==> config.mk <==
export PLATFORM = sky130hd
export DESIGN_NAME = string_packer
export DESIGN_NICKNAME = d
export VERILOG_FILES = /design/src/rtl/string_pkg.sv /design/src/rtl/byte_lane_writer.sv /design/src/rtl/string_packer.sv
export SDC_FILE = /design/constraint.sdc
export NUM_CORES = 1
export LEC_CHECK = 0
export CAP_MARGIN = 20
export CORE_ASPECT_RATIO = 0.7
export CORE_MARGIN = 5
export CORE_UTILIZATION = 52
export CTS_CLUSTER_SIZE = 10
export DETAILED_ROUTE_END_ITERATION = 6
export PLACE_DENSITY_LB_ADDON = 0.25
export SLEW_MARGIN = 20
export SYNTH_ARGS = -nofsm -noshare
export SYNTH_HDL_FRONTEND = slang
export SYNTH_SLANG_ARGS = --single-unit
==> constraint.sdc <==
create_clock -name clk -period 3.8 [get_ports clk]
set_clock_uncertainty 0.15 [all_clocks]
set_input_delay 0.76 -clock clk [delete_from_list [all_inputs] [get_ports clk]]
set_output_delay 0.76 -clock clk [all_outputs]
set_load 0.01 [all_outputs]
==> src/rtl/string_pkg.sv <==
// ---------------------------------------------------------------------------
// string_pkg
// Shared constants and types for the string packer and its lane decoder.
//   NBYTES    : characters per packed string word
//   BYTE_W    : bits per character
//   LEN_W     : width of a 0..NBYTES character count
//   NULL_CHAR : string terminator character
//   state_e   : packer FSM states (FILL collects bytes, HOLD offers the word)
// ---------------------------------------------------------------------------
package string_pkg;

  localparam int NBYTES = 8;
  localparam int BYTE_W = 8;
  localparam int LEN_W  = $clog2(NBYTES + 1);

  localparam logic [BYTE_W-1:0] NULL_CHAR = 8'h00;

  typedef enum logic {
    FILL = 1'b0,
    HOLD = 1'b1
  } state_e;

endpackage : string_pkg

==> src/rtl/byte_lane_writer.sv <==
// ---------------------------------------------------------------------------
// byte_lane_writer
// Combinational one-hot lane-enable decode. When en is high, exactly the lane
// selected by idx is enabled; otherwise no lane is enabled.
// Ports:
//   en      : input  write request for this cycle
//   idx     : input  lane index (0 = bits [7:0] of the string word)
//   lane_en : output one-hot lane enables, bit k enables lane k
// ---------------------------------------------------------------------------
module byte_lane_writer #(
  parameter int NBYTES = 8,
  parameter int IDX_W  = (NBYTES > 1) ? $clog2(NBYTES) : 1
) (
  input  logic              en,
  input  logic [IDX_W-1:0]  idx,
  output logic [NBYTES-1:0] lane_en
);

  always_comb begin
    for (int i = 0; i < NBYTES; i++) begin
      lane_en[i] = en && (idx == IDX_W'(i));
    end
  end

endmodule : byte_lane_writer

==> src/rtl/string_packer.sv <==
// ---------------------------------------------------------------------------
// string_packer
// Packs a valid/ready byte stream LSB-first into an NBYTES-character string
// word and offers the completed word on a valid/ready output port. A string
// ends on a null byte, on in_last, or when the last lane is written. Bytes
// after the terminator are never written, so unused upper lanes read zero.
//
// Optional build macro STRING_PACKER_LEN_EN adds out_len, the count of
// non-null characters in the word, registered alongside out_string.
//
// Ports:
//   clk        : input  rising-edge clock
//   reset_n    : input  asynchronous active-low reset
//   in_valid   : input  in_byte / in_last valid
//   in_ready   : output packer accepts a byte (FILL state)
//   in_byte    : input  character, 8'h00 terminates
//   in_last    : input  force termination after this byte
//   out_valid  : output out_string holds a complete word (HOLD state)
//   out_ready  : input  consumer takes the word
//   out_string : output packed string word, character k in bits [8k+7:8k]
//   out_len    : output non-null character count (STRING_PACKER_LEN_EN only)
// ---------------------------------------------------------------------------
module string_packer
  import string_pkg::*;
#(
  parameter int NBYTES = string_pkg::NBYTES
`ifdef STRING_PACKER_LEN_EN
  ,
  parameter int LEN_W  = string_pkg::LEN_W
`endif
) (
  input  logic                    clk,
  input  logic                    reset_n,
  input  logic                    in_valid,
  output logic                    in_ready,
  input  logic [BYTE_W-1:0]       in_byte,
  input  logic                    in_last,
  output logic                    out_valid,
  input  logic                    out_ready,
  output logic [BYTE_W*NBYTES-1:0] out_string
`ifdef STRING_PACKER_LEN_EN
  ,
  output logic [LEN_W-1:0]        out_len
`endif
);

  localparam int IDX_W = (NBYTES > 1) ? $clog2(NBYTES) : 1;

  state_e                     state_q, state_d;
  logic [IDX_W-1:0]           idx_q, idx_d;
  logic [BYTE_W*NBYTES-1:0]   word_q, word_d;
  logic [NBYTES-1:0]          lane_en;
  logic                       accept;
  logic                       terminate;

  assign in_ready   = (state_q == FILL);
  assign out_valid  = (state_q == HOLD);
  assign out_string = word_q;

  assign accept    = in_valid && in_ready;
  // Null byte, explicit last, and a full word all end the string the same way;
  // null together with in_last is still a single termination.
  assign terminate = (in_byte == NULL_CHAR) || in_last || (idx_q == IDX_W'(NBYTES - 1));

  byte_lane_writer #(
    .NBYTES (NBYTES),
    .IDX_W  (IDX_W)
  ) u_lane_writer (
    .en      (accept),
    .idx     (idx_q),
    .lane_en (lane_en)
  );

  always_comb begin
    // NOTE: every always_comb output gets a default first so no path leaves it
    // unassigned, which would otherwise infer a latch.
    state_d = state_q;
    idx_d   = idx_q;
    word_d  = word_q;

    unique case (state_q)
      FILL: begin
        for (int i = 0; i < NBYTES; i++) begin
          if (lane_en[i]) word_d[i*BYTE_W +: BYTE_W] = in_byte;
        end
        if (accept) begin
          if (terminate) begin
            state_d = HOLD;
            idx_d   = '0;
          end else begin
            idx_d   = idx_q + IDX_W'(1);
          end
        end
      end
      HOLD: begin
        // Word is held untouched until the consumer takes it, then cleared so
        // the next string starts with all lanes zero.
        if (out_ready) begin
          state_d = FILL;
          word_d  = '0;
        end
      end
      default: begin
        state_d = FILL;
        idx_d   = '0;
        word_d  = '0;
      end
    endcase
  end

  // NOTE: sequential state uses non-blocking assignments so all flops update
  // from the same pre-edge values. The word register is reset too: it is a
  // plain register (not a memory) and must read zero right after reset.
  always_ff @(posedge clk or negedge reset_n) begin
    if (!reset_n) begin
      state_q <= FILL;
      idx_q   <= '0;
      word_q  <= '0;
    end else begin
      state_q <= state_d;
      idx_q   <= idx_d;
      word_q  <= word_d;
    end
  end

`ifdef STRING_PACKER_LEN_EN
  logic [LEN_W-1:0] len_q, len_d;

  always_comb begin
    len_d = len_q;
    if (accept && (in_byte != NULL_CHAR)) begin
      // A terminating null is not a character; a non-null in_last byte is.
      len_d = len_q + LEN_W'(1);
    end else if (out_valid && out_ready) begin
      len_d = '0;
    end
  end

  always_ff @(posedge clk or negedge reset_n) begin
    if (!reset_n) len_q <= '0;
    else          len_q <= len_d;
  end

  assign out_len = len_q;
`endif

endmodule : string_packer

==> results.cfg, run 1 <==
[setup_path]
critical_path.slowest_cell = clkdlybuf4s50_1
critical_path_class = flop to output port
cp_cell_sequence = inv_2 > clkdlybuf4s50_1
cp-start-kind = flop
cp.arrival_ns = 1.57
critPathCaptureType = output port
critPathMaxStageDelay_ns = 0.55
cp.required_ns = 2.89
cp_max_fo = 14

[place]
post-dp-hpwl_um = 5210
place_inst = 407
port_buffers = 78
gp_congestion = 0.808

[drt]
drt_wl_total_um = 7620
drtIter0Drc = 137
num_vias = 2407
routedWlPerCell_um = 18.1
vias_per_cell = 5.72
drtAntennaViolNets = 0
remaining_drc_errors = 0
drt_first_pass_iters = 4

[global_route]
grt_pass1_wl_um = 12400
antenna_found_initial = 0
gr-total-overflow = 0
grt_pass1_vias = 2344
grt_use_total_pct = 22.3
grt_max_degree = 51

[power]
pwr-share-clk_pct = 25.1
switchingPower_mw = 0.608
seqPwrFrac_pct = 46.8
sw_frac_of_total_pct = 30.4
p_comb_share_pct = 28.1
p_leak_nw = 1.62
ir_worst_vdd_mv = 0.291
powerDensity_nw_per_um2 = 521
intPower_mw = 1.39

[finish]
fill_cells = 400
n_antenna_cell = 0
fin_nets = 365
multi_input_area_um2 = 1030
area_delta_synth_final_pct = 31.4
layout_common_cells = clkdlybuf4s50_1, dfrtp_1, o21ai_0, o211ai_1, nand2_1
drive_gt1_share_pct = 5.44
seqCellArea_um2 = 1700
final_common_cell = clkdlybuf4s50_1
final_cells = 421

[clock_tree]
path_clk_slew_ns = 0.07
htreeDepth = 3
post_cts_buffers = 0
clockBufferDepth = 2
cts_hold_buf = 0
cts_tree = done
root_buffer = clkbuf_8
cts-buffers-inserted = 9
cts.repair.resized = 0
cts.sinks = 68
insertion_delay_ns = 0.34

[floorplanning]
rows = 22
placeableCoreArea_um2 = 5340
pin_count = 79
dieArea_um2 = 7240
die_h_um = 72.7
start_util_pct = 54.7
die_w_um = 99.6

[run_status]
status = finished, final reports clean

[timing]
period_minus_slack_ns = 2.48
finalHoldViolCount = 0
rsz0062_at_grt = no
fmax_mhz = 403
worstMarginPinSlew_ns = 0.615
setup_violations = 0
slew_headroom_pct = 59.0
hold_ws_ns = 0.286
slew_viol_final = 0
setup_tns_ns = 0
min_period_over_period_pct = 65.4

[synth]
ys_seq_area_share_pct = 58.2
syn_nets = 298
avgSynthCellArea_um2 = 10.5
syn-cell-area_um2 = 2920
ys_warn_count = 0
synth_top_area_cell = dfrtp_1
ys_types = 24
synth_top_area_share_pct = 58.2
synthTopCellsByArea = dfrtp_1, o211ai_1, o21ai_0
ys_ff_latch = 68
postSynthCellCount = 279

[hold_path]
hp-class = input port to asynchronous set/reset pin

[job]
max-cap-violations = 0
## synthesized netlist by cell type
| cell type | count |
|---|---|
| clkbuf_1 | 9 |
| o21ai_0 | 62 |
| o21ai_1 | 3 |
| o211ai_1 | 48 |
| nand2_1 | 37 |
| and3b_1 | 2 |
| ha_1 | 6 |
| dfrtp_1 | 68 |
| clkbuf_2 | 3 |
| a22o_1 | 1 |
| o22ai_1 | 1 |
| buf_1 | 1 |
| buf_6 | 2 |
| inv_1 | 12 |
| inv_2 | 1 |
| a211o_1 | 1 |
| o31ai_1 | 1 |
| and2b_1 | 1 |
| nor4_1 | 2 |
| buf_4 | 3 |
| buf_2 | 8 |
| nand4b_1 | 3 |
| nand4bb_1 | 3 |
| nand2b_1 | 1 |
## cells by family (layout without fill, tap and decap cells)
group                      Yosys count  in the layout  synth area share [%]
DFF                                 68             68                  58.2
adders and majority gates            6              6                  2.57
buffers and inverters               39            109                  6.38
and+or+nand+nor                     49             49                  8.31
AOI/OAI and AO/OA                  117            117                  24.5
## area by class of cell
class                   instances  share of cell area [%]
inverters                      13                    1.27
multi-input cells             172                    26.9
flip-flops and latches         68                    44.3
well taps                      72                    2.35
clock buffers                  11                    3.68
clock inverters                 3                   0.391
repair buffers                 82                    21.0
## state kept, by name, summed over array words and instances, names as in the netlist
signal	cells
out_string	64
idx_q	3
out_valid	1
## final timing paths
kind                            depth (start not counted)  slack (ns)        endpoint            from
worst min register to register                          2        0.38  out_string[59]  out_string[59]
min in group clk                                        2        0.38  out_string[59]  out_string[59]
max in group asynchronous                               2        2.61  out_string[54]         reset_n
worst max-delay path                                    2        1.32        in_ready       out_valid
worst min-delay path                                    1        0.29  out_string[57]         reset_n
worst max register to register                          5        1.92  out_string[55]        idx_q[0]
## power groups by stage
stage	logic, mW	clock network, mW	registers, mW
detailed placement	0.565	0	0.948
global route	0.611	0.538	0.956
finish	0.562	0.502	0.937
CTS	0.568	0.509	0.938
global placement	0.551	0	0.947
floorplan	0.191	0	0.989
## routing by layer
metal  GRT usage, %  part of all wire, %  vias to the layer above
met3           7.16                  6.9                        8
met5              0                    0                        -
met1           32.2                   47                     1177
met2           32.9                   46                       91
met4           5.45                 0.70                        0
li1               -                    -                     1131
## critical path: cells and delay by family, from the launching register on
kind | cells | cell delay [ns]
buffers and inverters | 2 | 0.70
flip-flops | 1 | 0.53
## through the flow
stage               instance area (um2)  setup slack, ns  power [mW]  utilization (%)
floorplan                          2920             1.96        1.18                -
global placement                   3680             1.19        1.50             68.9
detailed placement                 3680             1.17        1.51             68.9
CTS                                3840             1.31        2.01             71.9
global route                       3840             1.26        2.11             71.9
finish                             3840             1.32        2.00             71.9
Note: power is estimated with default switching activity, not from simulation.
==> run 2: changes to the inputs <==
--- a/config.mk
+++ b/config.mk
@@ -8,7 +8,7 @@
 export CAP_MARGIN = 20
 export CORE_ASPECT_RATIO = 0.7
 export CORE_MARGIN = 5
-export CORE_UTILIZATION = 52
+export CORE_UTILIZATION = 48
 export CTS_CLUSTER_SIZE = 10
 export DETAILED_ROUTE_END_ITERATION = 6
 export PLACE_DENSITY_LB_ADDON = 0.25
==> constraint.sdc (replaced) <==
create_clock -name clk -period 2.6 [get_ports clk]
set_clock_uncertainty 0.15 [all_clocks]
set_input_delay 0.52 -clock clk [delete_from_list [all_inputs] [get_ports clk]]
set_output_delay 0.52 -clock clk [all_outputs]
set_load 0.01 [all_outputs]
==> results.cfg, run 2 (same netlist as run 1, synthesis figures left out) <==
[timing]
period_minus_slack_ns = 2.25
hold_ws_ns = 0.374
finalHoldViolCount = 0
setup_violations = 0
rsz0062_at_grt = no
fmax_mhz = 444
fin_ws_ns = 0.347
slew_viol_final = 0
setup_tns_ns = 0
worstMarginPinSlew_ns = 0.533
slew_headroom_pct = 64.4
min_period_over_period_pct = 86.6

[drt]
routedWlPerCell_um = 18.5
num_vias = 2467
drt_wl_total_um = 8050
drt_first_pass_iters = 4
drtAntennaViolNets = 0
drtIter0Drc = 180
remaining_drc_errors = 0
vias_per_cell = 5.68

[setup_path]
cp-start-kind = flop
critPathCaptureType = output port
cp.required_ns = 1.93
rr_worst_depth = 4
cp.arrival_ns = 1.58
critical_path_class = flop to output port
reg2reg_from = idx_q[0]
cp_max_fo = 14
rrSetupSlack_ns = 0.85
r2r_end = out_string[60]

[clock_tree]
cts-buffers-inserted = 9
htreeDepth = 3
clockBufferDepth = 2
path_clk_slew_ns = 0.07
post_cts_buffers = 0
insertion_delay_ns = 0.35
cts.sinks = 68
cts.repair.resized = 0
cts_tree = done
root_buffer = clkbuf_8
cts_hold_buf = 1

[floorplanning]
die_h_um = 75.3
start_util_pct = 50.3
pin_count = 79
placeableCoreArea_um2 = 5810
dieArea_um2 = 7770
die_w_um = 103
rows = 23

[finish]
fin_nets = 373
layout_common_cells = clkdlybuf4s50_1, dfrtp_1, o21ai_0, o211ai_1, nand2_1
design_area_um2 = 4000
area_delta_synth_final_pct = 36.7
drive_gt1_share_pct = 8.08
final_util_pct = 68.7
final_cells = 434
largest_reg_flops = 64
n_antenna_cell = 0
final_common_cell = clkdlybuf4s50_1

[place]
port_buffers = 78
place_ws_ns = 0.416
post_dp_cell_area_um2 = 3740
gp_congestion = 0.845
post-dp-hpwl_um = 5420
place_inst = 417

[hold_path]
hold_path_end = out_string[29]
hp-class = flop to flop
hp-start = out_string[29]
holdPathStages = 2

[global_route]
grt_pass1_vias = 2477
gr-total-overflow = 0
grt_use_total_pct = 22.4
grt_max_degree = 50
grt_pass1_wl_um = 13000
antenna_found_initial = 0

[job]
max-cap-violations = 0

[power]
p_leak_nw = 1.70
power_mw = 3.28
powerDensity_nw_per_um2 = 822
ir_worst_vdd_mv = 0.403

[run_status]
status = finished, final reports clean
==> run 2: routing by layer <==
| layer | up-vias | GRT usage [%] | wire length (um) |
|---|---|---|---|
| met5 | - | 0 | 0 |
| met4 | 0 | 4.60 | 59 |
| met3 | 8 | 7.50 | 734 |
| met2 | 84 | 32.8 | 3680 |
| met1 | 1225 | 32.9 | 3570 |
| li1 | 1150 | - | - |
==> run 2: worst max path at each step <==
stage	from	to	slack (ns)	depth (start not counted)
after floorplan	idx_q[0]	out_string[24]	0.99	7
after global placement	in_valid	out_string[59]	0.49	3
after detailed placement	in_valid	out_string[60]	0.42	3
after CTS	out_valid	in_ready	0.35	2
after global routing	out_valid	in_ready	0.27	2
final	out_valid	in_ready	0.35	2
==> run 2: report_power, final <==
| group | total (mW) | internal, mW | switching, mW |
|---|---|---|---|
| Sequential | 1.37 | 1.24 | 0.123 |
| Combinational | 0.840 | 0.448 | 0.392 |
| Clock | 1.08 | 0.663 | 0.415 |
==> run 2: cell type report <==
cell class	instances	area, um2
repair buffers	90	868
flip-flops and latches	68	1700
clock buffers	10	138
multi-input cells	172	1030
inverters	13	48.8
fillers	438	1820
well taps	75	93.8
clock inverters	6	111
==> run 2: critical path, stage by stage, from the launching register on <==
cell             delay, ns
dfrtp_1               0.54
inv_2                 0.15
clkdlybuf4s50_1       0.55
==> patch: new RTL, flow settings as in run 2 <==
`BYTE_W`: 8 -> 6.
--- a/src/rtl/string_pkg.sv
+++ b/src/rtl/string_pkg.sv
@@ -12,3 +12,3 @@
   localparam int NBYTES = 8;
-  localparam int BYTE_W = 8;
+  localparam int BYTE_W = 6;
   localparam int LEN_W  = $clog2(NBYTES + 1);
Interface: changed (resized in_byte and out_string); port bits go from 79 to 61. No check against the original RTL was run, so the function may have changed too.
==> patch against run 2 <==
The run now ends with hold timing left. Routed wire length shrank 30%. Critical endpoint is now out_valid. Power shrank 32%. Design area shrank 25%. Global-route usage shrank 3.5 points. Fmax grew 3.8%. Synthesized cell count shrank 23%. Area after synthesis shrank 23%. Largest power group unchanged. Sequential cell count shrank 16. Core utilization shrank 1.6 points. Non-clock buffer count shrank 24. Setup slack gained 83 ps. Register-to-register slack lost 50 ps. Sequential power shrank 24%.
==> patch: results <==
set metrics [dict create \
    status "finished with violations" \
    violations "hold timing" \
    nets 288 \
    cts_buffers 5 \
    grtUsageMet3_pct 3.56 \
    cts_hold_buf 0 \
    place_hpwl_mm 3.93 \
    n_all_buffers 66 \
    clk_share_pct 3.60 \
    nFlopsAndLatches 52 \
    slowest_delay_ps 620 \
    slew_headroom_pct 57.5 \
    grt_pass1_vias 1778 \
    place_ws_ps 294 \
    r2r_end "out_string[17]" \
    routed-wl-met3_um 270 \
    drive_above_1_share_pct 6.62 \
    place_congestion 0.774 \
    grt_max_degree 38 \
    final_cells 327 \
    dpl.cell_count 319 \
    route.met2.wl_mm 2.41 \
    inv_count 11 \
    power_frac_comb_pct 29.2 \
    hold_path_class "in2async" \
    synth_commonest_cells "dfrtp_1, o21ai_1, o211ai_1, nand2_1, buf_2" \
    track_usage_pct 18.9 \
    syn_nets 232 \
    hold_ws_ps -4.89 \
    grt_use_met1_pct 28.5 \
    synth_compound_area_share_pct 24.4 \
    grt_pass1_wl_mm 9.14 \
    pg_seq_w 0.00104 \
    cts.clk_slew.worst_paths_ps 90 \
    multiInputGateArea_um2 833 \
    n_fill_cell 365 \
    switching_power_w 0.000662 \
    synth_fa_ha_area_share_pct 3.32 \
    wl_met1_mm 2.86 \
    clock_buffers 6 \
    multi_input_cells 135 \
    ys_seq_area_share_pct 57.5 \
    finalHoldViolCount 13 \
    drtIter0Drc 89 \
    viasPerCell 5.67 \
    arrival_ps 1500 \
    port_buffers 60 \
    seqCellArea_um2 1300 \
]
[patch: cell types whose count changed in the layout (fill, tap and decap cells not counted), moves of 2 or more]
cell,delta
o211ai_1,-12
clkbuf_8,-5
clkdlybuf4s50_1,-18
inv_2,+2
inv_1,-4
o21ai_0,-62
bufinv_16,-2
nand2_1,-8
o21ai_1,+46
buf_4,-5
dfrtp_1,-16
[patch: stage by stage]
step           total power (W)  instance area (um^2)
2_1_floorplan          0.00134                  2260
6_report               0.00224                  2990
3_3_place_gp           0.00170                  2890
4_1_cts                0.00226                  2990
5_1_grt                0.00235                  2990
3_5_place_dp           0.00171                  2890
[patch: worst reg2reg max path, delay by kind of cell (launching register included)]
kind / cells / cell delay (ps)
buffers and inverters: 1 / 110
DFF: 1 / 420
and+or+nand+nor: 1 / 450
AOI/OAI and AO/OA: 2 / 360
adders and majority gates: 1 / 190
